--- src/rtl/dmem_pkg.sv ---
// Shared types, funct3 codes and the CPU access legality rule for the data-memory controller.
package dmem_pkg;

  typedef enum logic [1:0] {
    IDLE  = 2'd0,
    WRITE = 2'd1,
    READ  = 2'd2,
    RESP  = 2'd3
  } state_t;

  typedef enum logic {
    SRC_CPU = 1'b0,
    SRC_DBG = 1'b1
  } req_src_t;

  localparam logic [2:0] F3_LB  = 3'b000;
  localparam logic [2:0] F3_LH  = 3'b001;
  localparam logic [2:0] F3_LW  = 3'b010;
  localparam logic [2:0] F3_LBU = 3'b100;
  localparam logic [2:0] F3_LHU = 3'b101;

  // Unsigned variants only exist for loads; halfwords need even, words need 4-byte alignment.
  function automatic logic cpu_access_ok(input logic       is_store,
                                         input logic [2:0] funct3,
                                         input logic [1:0] addr_lo);
    logic ok;
    case (funct3)
      F3_LB:   ok = 1'b1;
      F3_LH:   ok = ~addr_lo[0];
      F3_LW:   ok = (addr_lo == 2'b00);
      F3_LBU:  ok = ~is_store;
      F3_LHU:  ok = ~is_store & ~addr_lo[0];
      default: ok = 1'b0;
    endcase
    return ok;
  endfunction

endpackage

--- src/rtl/dmem_lane_align.sv ---
// Combinational byte-lane steering: store enables/replication and load extraction/extension.
module dmem_lane_align
  import dmem_pkg::*;
#(
  parameter int DATA_W = 32
) (
  input  logic [2:0]        funct3_i,
  input  logic [1:0]        addr_lo_i,
  input  logic [DATA_W-1:0] wdata_i,
  input  logic [DATA_W-1:0] rdata_raw_i,
  output logic [3:0]        be_o,
  output logic [DATA_W-1:0] wdata_rep_o,
  output logic [DATA_W-1:0] rdata_ext_o
);

  logic [7:0]  byte_sel;
  logic [15:0] half_sel;

  always_comb begin
    be_o        = 4'b1111;
    wdata_rep_o = wdata_i;
    case (funct3_i[1:0])
      2'b00: begin
        be_o        = 4'b0001 << addr_lo_i;
        wdata_rep_o = {(DATA_W/8){wdata_i[7:0]}};
      end
      2'b01: begin
        be_o        = 4'b0011 << {addr_lo_i[1], 1'b0};
        wdata_rep_o = {(DATA_W/16){wdata_i[15:0]}};
      end
      default: ;
    endcase
  end

  always_comb begin
    byte_sel = rdata_raw_i[{addr_lo_i, 3'b000} +: 8];
    half_sel = rdata_raw_i[{addr_lo_i[1], 4'b0000} +: 16];
    case (funct3_i)
      F3_LB:   rdata_ext_o = {{(DATA_W-8){byte_sel[7]}}, byte_sel};
      F3_LBU:  rdata_ext_o = {{(DATA_W-8){1'b0}}, byte_sel};
      F3_LH:   rdata_ext_o = {{(DATA_W-16){half_sel[15]}}, half_sel};
      F3_LHU:  rdata_ext_o = {{(DATA_W-16){1'b0}}, half_sel};
      default: rdata_ext_o = rdata_raw_i;
    endcase
  end

endmodule

--- src/rtl/dmem_access_ctrl.sv ---
// Data-memory sequencer shared by the MEM stage and a word-wide debug/loader port.
module dmem_access_ctrl
  import dmem_pkg::*;
#(
  parameter int DM_ADDRESS    = 9,
  parameter int DATA_W        = 32,
  parameter int RD_LAT        = 1,
  parameter int MAX_CPU_BURST = 4
) (
  input  logic                  clk,
  input  logic                  reset_n,
  input  logic                  cpu_req,
  input  logic                  cpu_we,
  input  logic [2:0]            cpu_funct3,
  input  logic [DM_ADDRESS-1:0] cpu_addr,
  input  logic [DATA_W-1:0]     cpu_wdata,
  output logic                  cpu_gnt,
  output logic                  cpu_stall,
  output logic                  cpu_rvalid,
  output logic [DATA_W-1:0]     cpu_rdata,
  output logic                  cpu_err,
  input  logic                  dbg_req,
  input  logic                  dbg_we,
  input  logic [DM_ADDRESS-1:0] dbg_addr,
  input  logic [DATA_W-1:0]     dbg_wdata,
  output logic                  dbg_gnt,
  output logic                  dbg_rvalid,
  output logic [DATA_W-1:0]     dbg_rdata,
  output logic [31:0]           mem_raddr,
  output logic [31:0]           mem_waddr,
  output logic [DATA_W-1:0]     mem_datain,
  output logic [3:0]            mem_wr,
  input  logic [DATA_W-1:0]     mem_dataout
);

  localparam int LAT_W   = (RD_LAT > 1) ? $clog2(RD_LAT) : 1;
  localparam int BURST_W = $clog2(MAX_CPU_BURST + 1);
  localparam logic [LAT_W-1:0]   LAT_LOAD  = LAT_W'(RD_LAT - 1);
  localparam logic [BURST_W-1:0] BURST_MAX = BURST_W'(MAX_CPU_BURST);

  state_t                state_q, state_d;
  req_src_t              src_q, src_d;
  logic [LAT_W-1:0]      lat_q, lat_d;
  logic [BURST_W-1:0]    burst_q, burst_d;
  logic                  err_q, err_d;
  logic [DM_ADDRESS-1:0] addr_q, addr_d;
  logic [2:0]            f3_q, f3_d;
  logic [DATA_W-1:0]     wdata_q, wdata_d;
  logic [DATA_W-1:0]     cpu_rdata_q, dbg_rdata_q;
  logic                  cpu_win, dbg_win, cpu_ok;
  logic [3:0]            be;
  logic [DATA_W-1:0]     wdata_rep, rdata_ext;
  logic [31:0]           word_addr;

  // Grants are suppressed while reset is asserted so every output reads 0 during reset.
  always_comb begin
    cpu_ok  = cpu_access_ok(cpu_we, cpu_funct3, cpu_addr[1:0]);
    cpu_win = reset_n && (state_q == IDLE) && cpu_req && (!dbg_req || (burst_q < BURST_MAX));
    dbg_win = reset_n && (state_q == IDLE) && dbg_req && !cpu_win;
  end

  always_comb begin
    state_d = state_q;
    src_d   = src_q;
    lat_d   = lat_q;
    err_d   = 1'b0;
    addr_d  = addr_q;
    f3_d    = f3_q;
    wdata_d = wdata_q;
    case (state_q)
      IDLE: begin
        if (cpu_win) begin
          addr_d  = cpu_addr;
          f3_d    = cpu_funct3;
          wdata_d = cpu_wdata;
          src_d   = SRC_CPU;
          lat_d   = LAT_LOAD;
          if (!cpu_ok) err_d = 1'b1;
          else         state_d = cpu_we ? WRITE : READ;
        end else if (dbg_win) begin
          addr_d  = dbg_addr & ~DM_ADDRESS'(3);
          f3_d    = F3_LW;
          wdata_d = dbg_wdata;
          src_d   = SRC_DBG;
          lat_d   = LAT_LOAD;
          state_d = dbg_we ? WRITE : READ;
        end
      end
      WRITE: state_d = IDLE;
      READ: begin
        if (lat_q == '0) state_d = RESP;
        else             lat_d   = lat_q - 1'b1;
      end
      RESP:    state_d = IDLE;
      default: state_d = IDLE;
    endcase

    // Starvation guard: count CPU wins only while debug is actually waiting.
    burst_d = burst_q;
    if (!dbg_req || dbg_win)                     burst_d = '0;
    else if (cpu_win && (burst_q < BURST_MAX))   burst_d = burst_q + 1'b1;
  end

  always_ff @(posedge clk) begin
    if (!reset_n) begin
      state_q     <= IDLE;
      src_q       <= SRC_CPU;
      lat_q       <= '0;
      burst_q     <= '0;
      err_q       <= 1'b0;
      cpu_rdata_q <= '0;
      dbg_rdata_q <= '0;
    end else begin
      state_q <= state_d;
      src_q   <= src_d;
      lat_q   <= lat_d;
      burst_q <= burst_d;
      err_q   <= err_d;
      if (cpu_rvalid) cpu_rdata_q <= rdata_ext;
      if (dbg_rvalid) dbg_rdata_q <= rdata_ext;
    end
  end

  always_ff @(posedge clk) begin
    addr_q  <= addr_d;
    f3_q    <= f3_d;
    wdata_q <= wdata_d;
  end

  dmem_lane_align #(.DATA_W(DATA_W)) u_lane (
    .funct3_i    (f3_q),
    .addr_lo_i   (addr_q[1:0]),
    .wdata_i     (wdata_q),
    .rdata_raw_i (mem_dataout),
    .be_o        (be),
    .wdata_rep_o (wdata_rep),
    .rdata_ext_o (rdata_ext)
  );

  assign word_addr  = 32'({addr_q[DM_ADDRESS-1:2], 2'b00});
  assign cpu_gnt    = cpu_win;
  assign dbg_gnt    = dbg_win;
  assign cpu_stall  = reset_n & cpu_req & ~cpu_win;
  assign cpu_err    = err_q;
  assign cpu_rvalid = (state_q == RESP) && (src_q == SRC_CPU);
  assign dbg_rvalid = (state_q == RESP) && (src_q == SRC_DBG);
  // Load data passes straight through in RESP and is held afterwards.
  assign cpu_rdata  = cpu_rvalid ? rdata_ext : cpu_rdata_q;
  assign dbg_rdata  = dbg_rvalid ? rdata_ext : dbg_rdata_q;
  assign mem_wr     = (state_q == WRITE) ? be        : 4'b0000;
  assign mem_waddr  = (state_q == WRITE) ? word_addr : '0;
  assign mem_datain = (state_q == WRITE) ? wdata_rep : '0;
  assign mem_raddr  = (state_q == READ)  ? word_addr : '0;

endmodule
--- config.mk ---
export PLATFORM = sky130hd
export DESIGN_NAME = dmem_access_ctrl
export DESIGN_NICKNAME = d
export VERILOG_FILES = /design/src/rtl/dmem_pkg.sv /design/src/rtl/dmem_lane_align.sv /design/src/rtl/dmem_access_ctrl.sv
export SDC_FILE = /design/constraint.sdc
export NUM_CORES = 1
export LEC_CHECK = 0
export ABC_CLOCK_PERIOD_IN_PS = 5950
export CAP_MARGIN = 20
export CORE_UTILIZATION = 35
export CTS_BUF_LIST = sky130_fd_sc_hd__clkbuf_4
export DETAILED_ROUTE_END_ITERATION = 10
export PLACE_DENSITY = 0.69
export SYNTH_ARGS = -nofsm -noshare
export SYNTH_HDL_FRONTEND = slang
export SYNTH_HIERARCHICAL = 1
export SYNTH_SLANG_ARGS = --single-unit
--- constraint.sdc ---
create_clock -name clk -period 5.95 [get_ports clk]
set_input_delay 1.19 -clock clk [delete_from_list [all_inputs] [get_ports clk]]
set_output_delay 1.19 -clock clk [all_outputs]
set_load 0.02 [all_outputs]
==> results of run 1 <==
power breakdown:
| group | switching (mW) | internal (mW) | total, mW |
|---|---|---|---|
| Sequential | 0.0280 | 0.864 | 0.892 |
| Clock | 0.343 | 0.380 | 0.723 |
| Combinational | 0.236 | 0.212 | 0.449 |
worst max-delay path: cells and delay by family:
kind            cells  cell delay (ps)
buf+inv             2             1050
compound gates      3              840
mux                 2              590
area by class of cell:
type                            instances  area (µm²)  area share
Multi-Input combinational cell        529        3610       0.379
Inverter                               10        37.5     0.00393
Antenna cell                            2        5.00    0.000524
Tap cell                              260         325      0.0341
Clock buffer                           17         128      0.0134
Clock inverter                         15         229      0.0240
Timing Repair Buffer                  249        2460       0.258
Sequential cell                       115        2740       0.287
layout by cell type (no fill, tap or decap), drive strengths merged, types with 3 or more instances in the layout:
cell type        n
clkdlybuf4s50  239
nand2          138
and2           118
mux2            82
dfxtp           71
conb            50
edfxtp          44
o21ai           24
nor2b           17
clkbuf          17
nor2            14
a21oi           14
inv             13
buf             10
mux2i            9
a2bb2oi          8
a22o             7
a221o            7
o22a             7
bufinv           5
nand2b           5
clkinv           5
nand3            3
per-stage QoR:
stage / cells / utilization / setup WS, ps / instance area (µm²) / hold WS [ps]
3_5_place_dp: 1163 / 0.483 / 1050 / 9180 / 490
3_3_place_gp: 1163 / 0.483 / 1080 / 9180 / 477
6_report: 1197 / 0.502 / 1070 / 9550 / 515
5_1_grt: 1197 / 0.502 / 968 / 9550 / 547
2_1_floorplan: 757 / - / 601 / 7080 / 458
4_1_cts: 1195 / 0.502 / 1040 / 9540 / 516
how the worst max path moves through the flow:
stage,to,cells after the start,startpoint
2_1_floorplan,addr_q[0],3,reset_n
3_3_place_gp,dbg_rdata[31],7,mem_dataout[15]
3_5_place_dp,dbg_rdata[31],7,mem_dataout[15]
4_1_cts,dbg_rdata[31],7,mem_dataout[15]
5_1_grt,cpu_rdata[28],6,mem_dataout[15]
6_report,dbg_rdata[31],7,mem_dataout[15]
kinds of logic (layout without fill, tap and decap cells):
group	Yosys count	count (layout)	share of synthesized area
and+or+nand+nor	303	303	0.228
other	1	52	0.000544
muxes	91	91	0.167
DFF	115	115	0.398
buffers and inverters	113	291	0.107
AOI/OAI and AO/OA	84	84	0.0978
adders and majority gates	1	1	0.00181
registers in the layout (all words and copies together), names as in the netlist:
register     count
burst_q          3
state_q          2
dbg_rdata_q     32
f3_q             3
cpu_rdata_q     32
src_q            1
cpu_err          1
wdata_q         32
addr_q           9
metal layers:
layer	share of wire	vias up	GRT usage
met5	0	-	0
met4	0.022	0	0.0815
met3	0.052	30	0.0427
met2	0.48	207	0.319
met1	0.45	2634	0.248
li1	-	2701	-
==> metrics, run 1 <==
top cells by area, synth=dfxtp_1 21%, edfxtp_1 19%, and2_1 11%, mux2_4 8.1%, nand2_1 7.5%; Critical Path Sink Type=output port; CTS tree=yes; CTS buffer count=17; Initial DRC Count=just over 300; top cell type's share of synthesized area=0.206; GPL Wtd Cong=0.844; count leader, synth=nand2_1; setup TNS=0 ps; PD cells=about 220 nW/µm²; worst slew pin tran=841 ps; Die H=142 µm; Hold Path End=burst_q[1]; Initial Utilization=0.363; Finish-stage setup viols=0; total vias in the final route=5572; GRT Residual Overflow=0; Final Max Tran Viols=0; Tmin final=just under 5000 ps; worst reg2reg path endpoint=cpu_rdata_q[9]; clock buffer depth=2; Yosys top cell by area=dfxtp_1; highest clock rate=between 0.2 and 0.25 GHz; CTS Hold Bufs=0; Slew HR=0.439; CP Class=in2out; global-route wire length before repair=between 20 and 30 mm; Post-synth top flop=dfxtp_1; worst min-delay path startpoint=burst_q[1]; worst hold path depth=2; yosys warns=6; area grow syn2layout=38.5%; area of the mapped netlist=approximately 6900 µm²; worst-path cell with the longest stage delay=a31oi_4; I/O Buffers=240; Core Footprint=between 15000 and 20000 µm²; gr usage total=0.195; H-tree levels=4; first-pass detailed-route iteration total=5; Wirelength per Cell=between 15 and 20 µm; Skew-Pair Late Insertion Delay=530 ps; Die ar.=around 20000 µm²; Data arrival, critical path=around 3700 ps; Final HPWL DP=approximately 14 mm; largest net degree at the start of global routing=slightly below 70; Mean Syn Cell Area=9.74 µm²; cell mode on critical path=clkdlybuf4s50_1; Post-synth EDFFs=44; DRC viols=0; Netlist cell types=52; DIE WIDTH=142 µm; share of cells above drive strength 1=0.151; worst r2r src=f3_q[1]; Commonest cells post-synth=138 x nand2_1, 118 x and2_1, 71 x dfxtp_1; Setup Buffers After CTS=0; Num Clock Sinks=between 100 and 150; critical path's largest stage delay=570 ps; Synth Register Bits=115; Resize count post-CTS=0; sequential share of the synthesized area=0.398; max-cap violations=0; Final Skew=17.8 ps; status=completed; cells along the critical path=clkdlybuf4s50_1 -> mux2_4 -> a31oi_4 -> o21a_1 -> a21oi_1 -> mux2_2 -> clkdlybuf4s50_1; cells on worst reg2reg path=6; Post-DRT Antenna Nets=0; RSZ-0062 raised after global routing=false; I/O pins=293; initial antenna violation count=2; Final #Nets=between 1000 and 1500; Design Power=roughly 2.1 mW; Peak VDD IR=110 µV; vias in the first global route=around 5300; flop-to-flop setup slack=roughly 3300 ps; clock slew at reported path FFs=100 ps; worst hold path type=reg2reg; final hold viol count=0; Clock Tree Root=clkbuf_4; Fillers=1804; Via density=4.65; Tcrit/Tclk final=0.820; critical path required time=4760 ps; ys async rst share=0; crit path launch type=input port; final WL=around 20 mm; Leak Pwr=between 4 and 5 nW; Cell Rows=50; cells after synthesis=between 700 and 800; Crit Path Max Fanout=16
Note: power is estimated with default switching activity, not from simulation.
==> run 2: changes to the inputs <==
--- a/config.mk
+++ b/config.mk
@@ -5,7 +5,7 @@
 export SDC_FILE = /design/constraint.sdc
 export NUM_CORES = 1
 export LEC_CHECK = 0
-export ABC_CLOCK_PERIOD_IN_PS = 5950
+export ABC_CLOCK_PERIOD_IN_PS = 4900
 export CAP_MARGIN = 20
 export CORE_UTILIZATION = 35
 export CTS_BUF_LIST = sky130_fd_sc_hd__clkbuf_4
==> constraint.sdc (replaced) <==
create_clock -name clk -period 4.9 [get_ports clk]
set_input_delay 0.98 -clock clk [delete_from_list [all_inputs] [get_ports clk]]
set_output_delay 0.98 -clock clk [all_outputs]
set_load 0.02 [all_outputs]
==> metrics, run 2 (synthesized netlist as in run 1, its figures left out) <==
CTS tree=yes (unchanged); Setup Buffers After CTS=0 (unchanged); setup TNS=0 ps (unchanged); gr usage total=0.195 (about the same); GPL Wtd Cong=0.849 (was 0.844); share of cells above drive strength 1=0.150 (was 0.151); Post-DP Area=9190 µm² (was 9180 µm²); commonest non-fill, non-tap cell in the layout=clkdlybuf4s50_1 (unchanged); status=completed (unchanged); H-tree levels=4 (unchanged); worst hold path type=reg2reg (unchanged); Finish-stage setup viols=0 (unchanged); Slew HR=0.516 (was 0.439); setup ws final=489 ps (was 1070 ps); CTS Hold Bufs=0 (unchanged); Final Max Tran Viols=0 (unchanged); Wirelength per Cell=16.3 µm (was 16.6 µm); Data arrival, critical path=3430 ps (was 3690 ps); Final Skew=22.4 ps (was 17.8 ps); I/O pins=293 (unchanged); Via density=4.56 (was 4.65); DIE WIDTH=142 µm (unchanged); Critical Path Sink Type=output port (unchanged); clock buffer depth=2 (unchanged); area grow syn2layout=37.5% (was 38.5%); vias in the first global route=5185 (was 5252); Final #Nets=1047 (was 1046); CTS buffer count=17 (unchanged); pre-CTS worst setup slack=569 ps (was 1050 ps); Final HPWL DP=14.2 mm (was 14.5 mm); total vias in the final route=5459 (was 5572); initial antenna violation count=1 (was 2); max-cap violations=0 (unchanged); Peak VDD IR=193 µV (was 110 µV); Initial Utilization=0.363 (unchanged); Cell Rows=50 (unchanged); Regs by FF count=cpu_rdata_q (32), dbg_rdata_q (32), wdata_q (32) (unchanged); commonest non-fill, non-tap cells in the layout=239 x clkdlybuf4s50_1, 138 x nand2_1, 118 x and2_1 (unchanged); Post-DRT Antenna Nets=0 (unchanged); Leak Pwr=4.02 nW (was 4.03 nW); Tmin final=~4400 ps; Num Clock Sinks=115 (unchanged); crit path launch type=register (was input port); Core Footprint=19000 µm² (unchanged); final WL=19.5 mm (was 19.9 mm); critical path required time=3920 ps (was 4760 ps); largest net degree at the start of global routing=68 (unchanged); worst slew pin tran=725 ps (was 841 ps); Tcrit/Tclk final=0.900; GRT Residual Overflow=0 (unchanged); Die ar.=20300 µm² (unchanged); CP Class=reg2out (was in2out); Skew-Pair Late Insertion Delay=510 ps (was 530 ps); RSZ-0062 raised after global routing=false (unchanged); post-route cell area=9480 µm² (was 9550 µm²); PD cells=248 nW/µm² (was 216 nW/µm²); DRC viols=0 (unchanged); I/O Buffers=240 (unchanged); Die H=142 µm (unchanged); Crit Path Max Fanout=17 (was 16); highest clock rate=between 0.2 and 0.25 GHz; clock slew at reported path FFs=110 ps (was 100 ps); first-pass detailed-route iteration total=4 (was 5); final hold viol count=0 (unchanged); Resize count post-CTS=0 (unchanged); global-route wire length before repair=29.6 mm (was 29.5 mm); Clock Tree Root=clkbuf_4 (unchanged); Initial DRC Count=328 (was 306)
==> run 2: cell count changes in the layout (fill, tap and decap cells not counted) <==
cell and change:
inv_6 -2, clkbuf_4 +3, diode_2 -1, clkinv_1 +2
clkinv_2 +4, clkinvlp_4 -2, bufinv_16 -2, buf_4 +1
clkinv_4 -3
==> run 2: layout make-up <==
type                    instances  area [µm²]
multi-input cells             529        3610
diodes                          1        2.50
repair buffers                250        2470
clock buffers                  20         150
clock inverters                12         138
flip-flops and latches        115        2740
fillers                      1833        9540
well taps                     260         325
inverters                      10        37.5
==> run 2: critical path, stage by stage (launching register included) <==
cell and delay [ps]:
edfxtp_1 770, inv_1 400, nor2_1 570, a22o_1 220
a221o_1 170, mux2_2 160, clkdlybuf4s50_1 630
==> run 2: path summary, 6_finish.rpt <==
kind,from,endpoint,slack [ps],cells past startpoint
setup / recovery,addr_q[1],cpu_rdata[8],490,6
hold / removal,burst_q[1],burst_q[1],530,2
setup reg to reg,addr_q[1],cpu_rdata_q[15],2330,6
hold reg to reg,burst_q[1],burst_q[1],530,2
==> run 2: stage by stage <==
| step | power [mW] | hold WS [ps] | util | std cells |
|---|---|---|---|---|
| 5_1_grt | 2.48 | 582 | 0.499 | 1197 |
| 2_1_floorplan | 1.45 | 458 | - | 757 |
| 3_3_place_gp | 1.65 | 474 | 0.483 | 1164 |
| 3_5_place_dp | 1.65 | 494 | 0.483 | 1164 |
| 6_report | 2.36 | 529 | 0.499 | 1197 |
| 4_1_cts | 2.39 | 533 | 0.498 | 1196 |
==> run 2: power breakdown <==
group / switching (mW) / internal [mW]
Clock: 0.363 / 0.364
Sequential: 0.0320 / 1.05
Combinational: 0.289 / 0.258
==> run 2: per-layer routing <==
| layer | wire, µm | GRT usage | vias up |
|---|---|---|---|
| li1 | - | - | 2713 |
| met1 | 8810 | 0.256 | 2511 |
| met2 | 8990 | 0.309 | 199 |
| met3 | 959 | 0.0380 | 36 |
| met4 | 704 | 0.0911 | 0 |
| met5 | 0 | 0 | - |
==> run 3: changes to the inputs <==
--- a/config.mk
+++ b/config.mk
@@ -9,8 +9,10 @@
 export CAP_MARGIN = 20
 export CORE_UTILIZATION = 35
 export CTS_BUF_LIST = sky130_fd_sc_hd__clkbuf_4
+export CTS_CLUSTER_SIZE = 8
 export DETAILED_ROUTE_END_ITERATION = 10
 export PLACE_DENSITY = 0.69
+export SKIP_CTS_REPAIR_TIMING = 1
 export SYNTH_ARGS = -nofsm -noshare
 export SYNTH_HDL_FRONTEND = slang
 export SYNTH_HIERARCHICAL = 1
==> results of run 3 <==
Same layout as run 2: the final DEF is identical, and so are final timing and power.
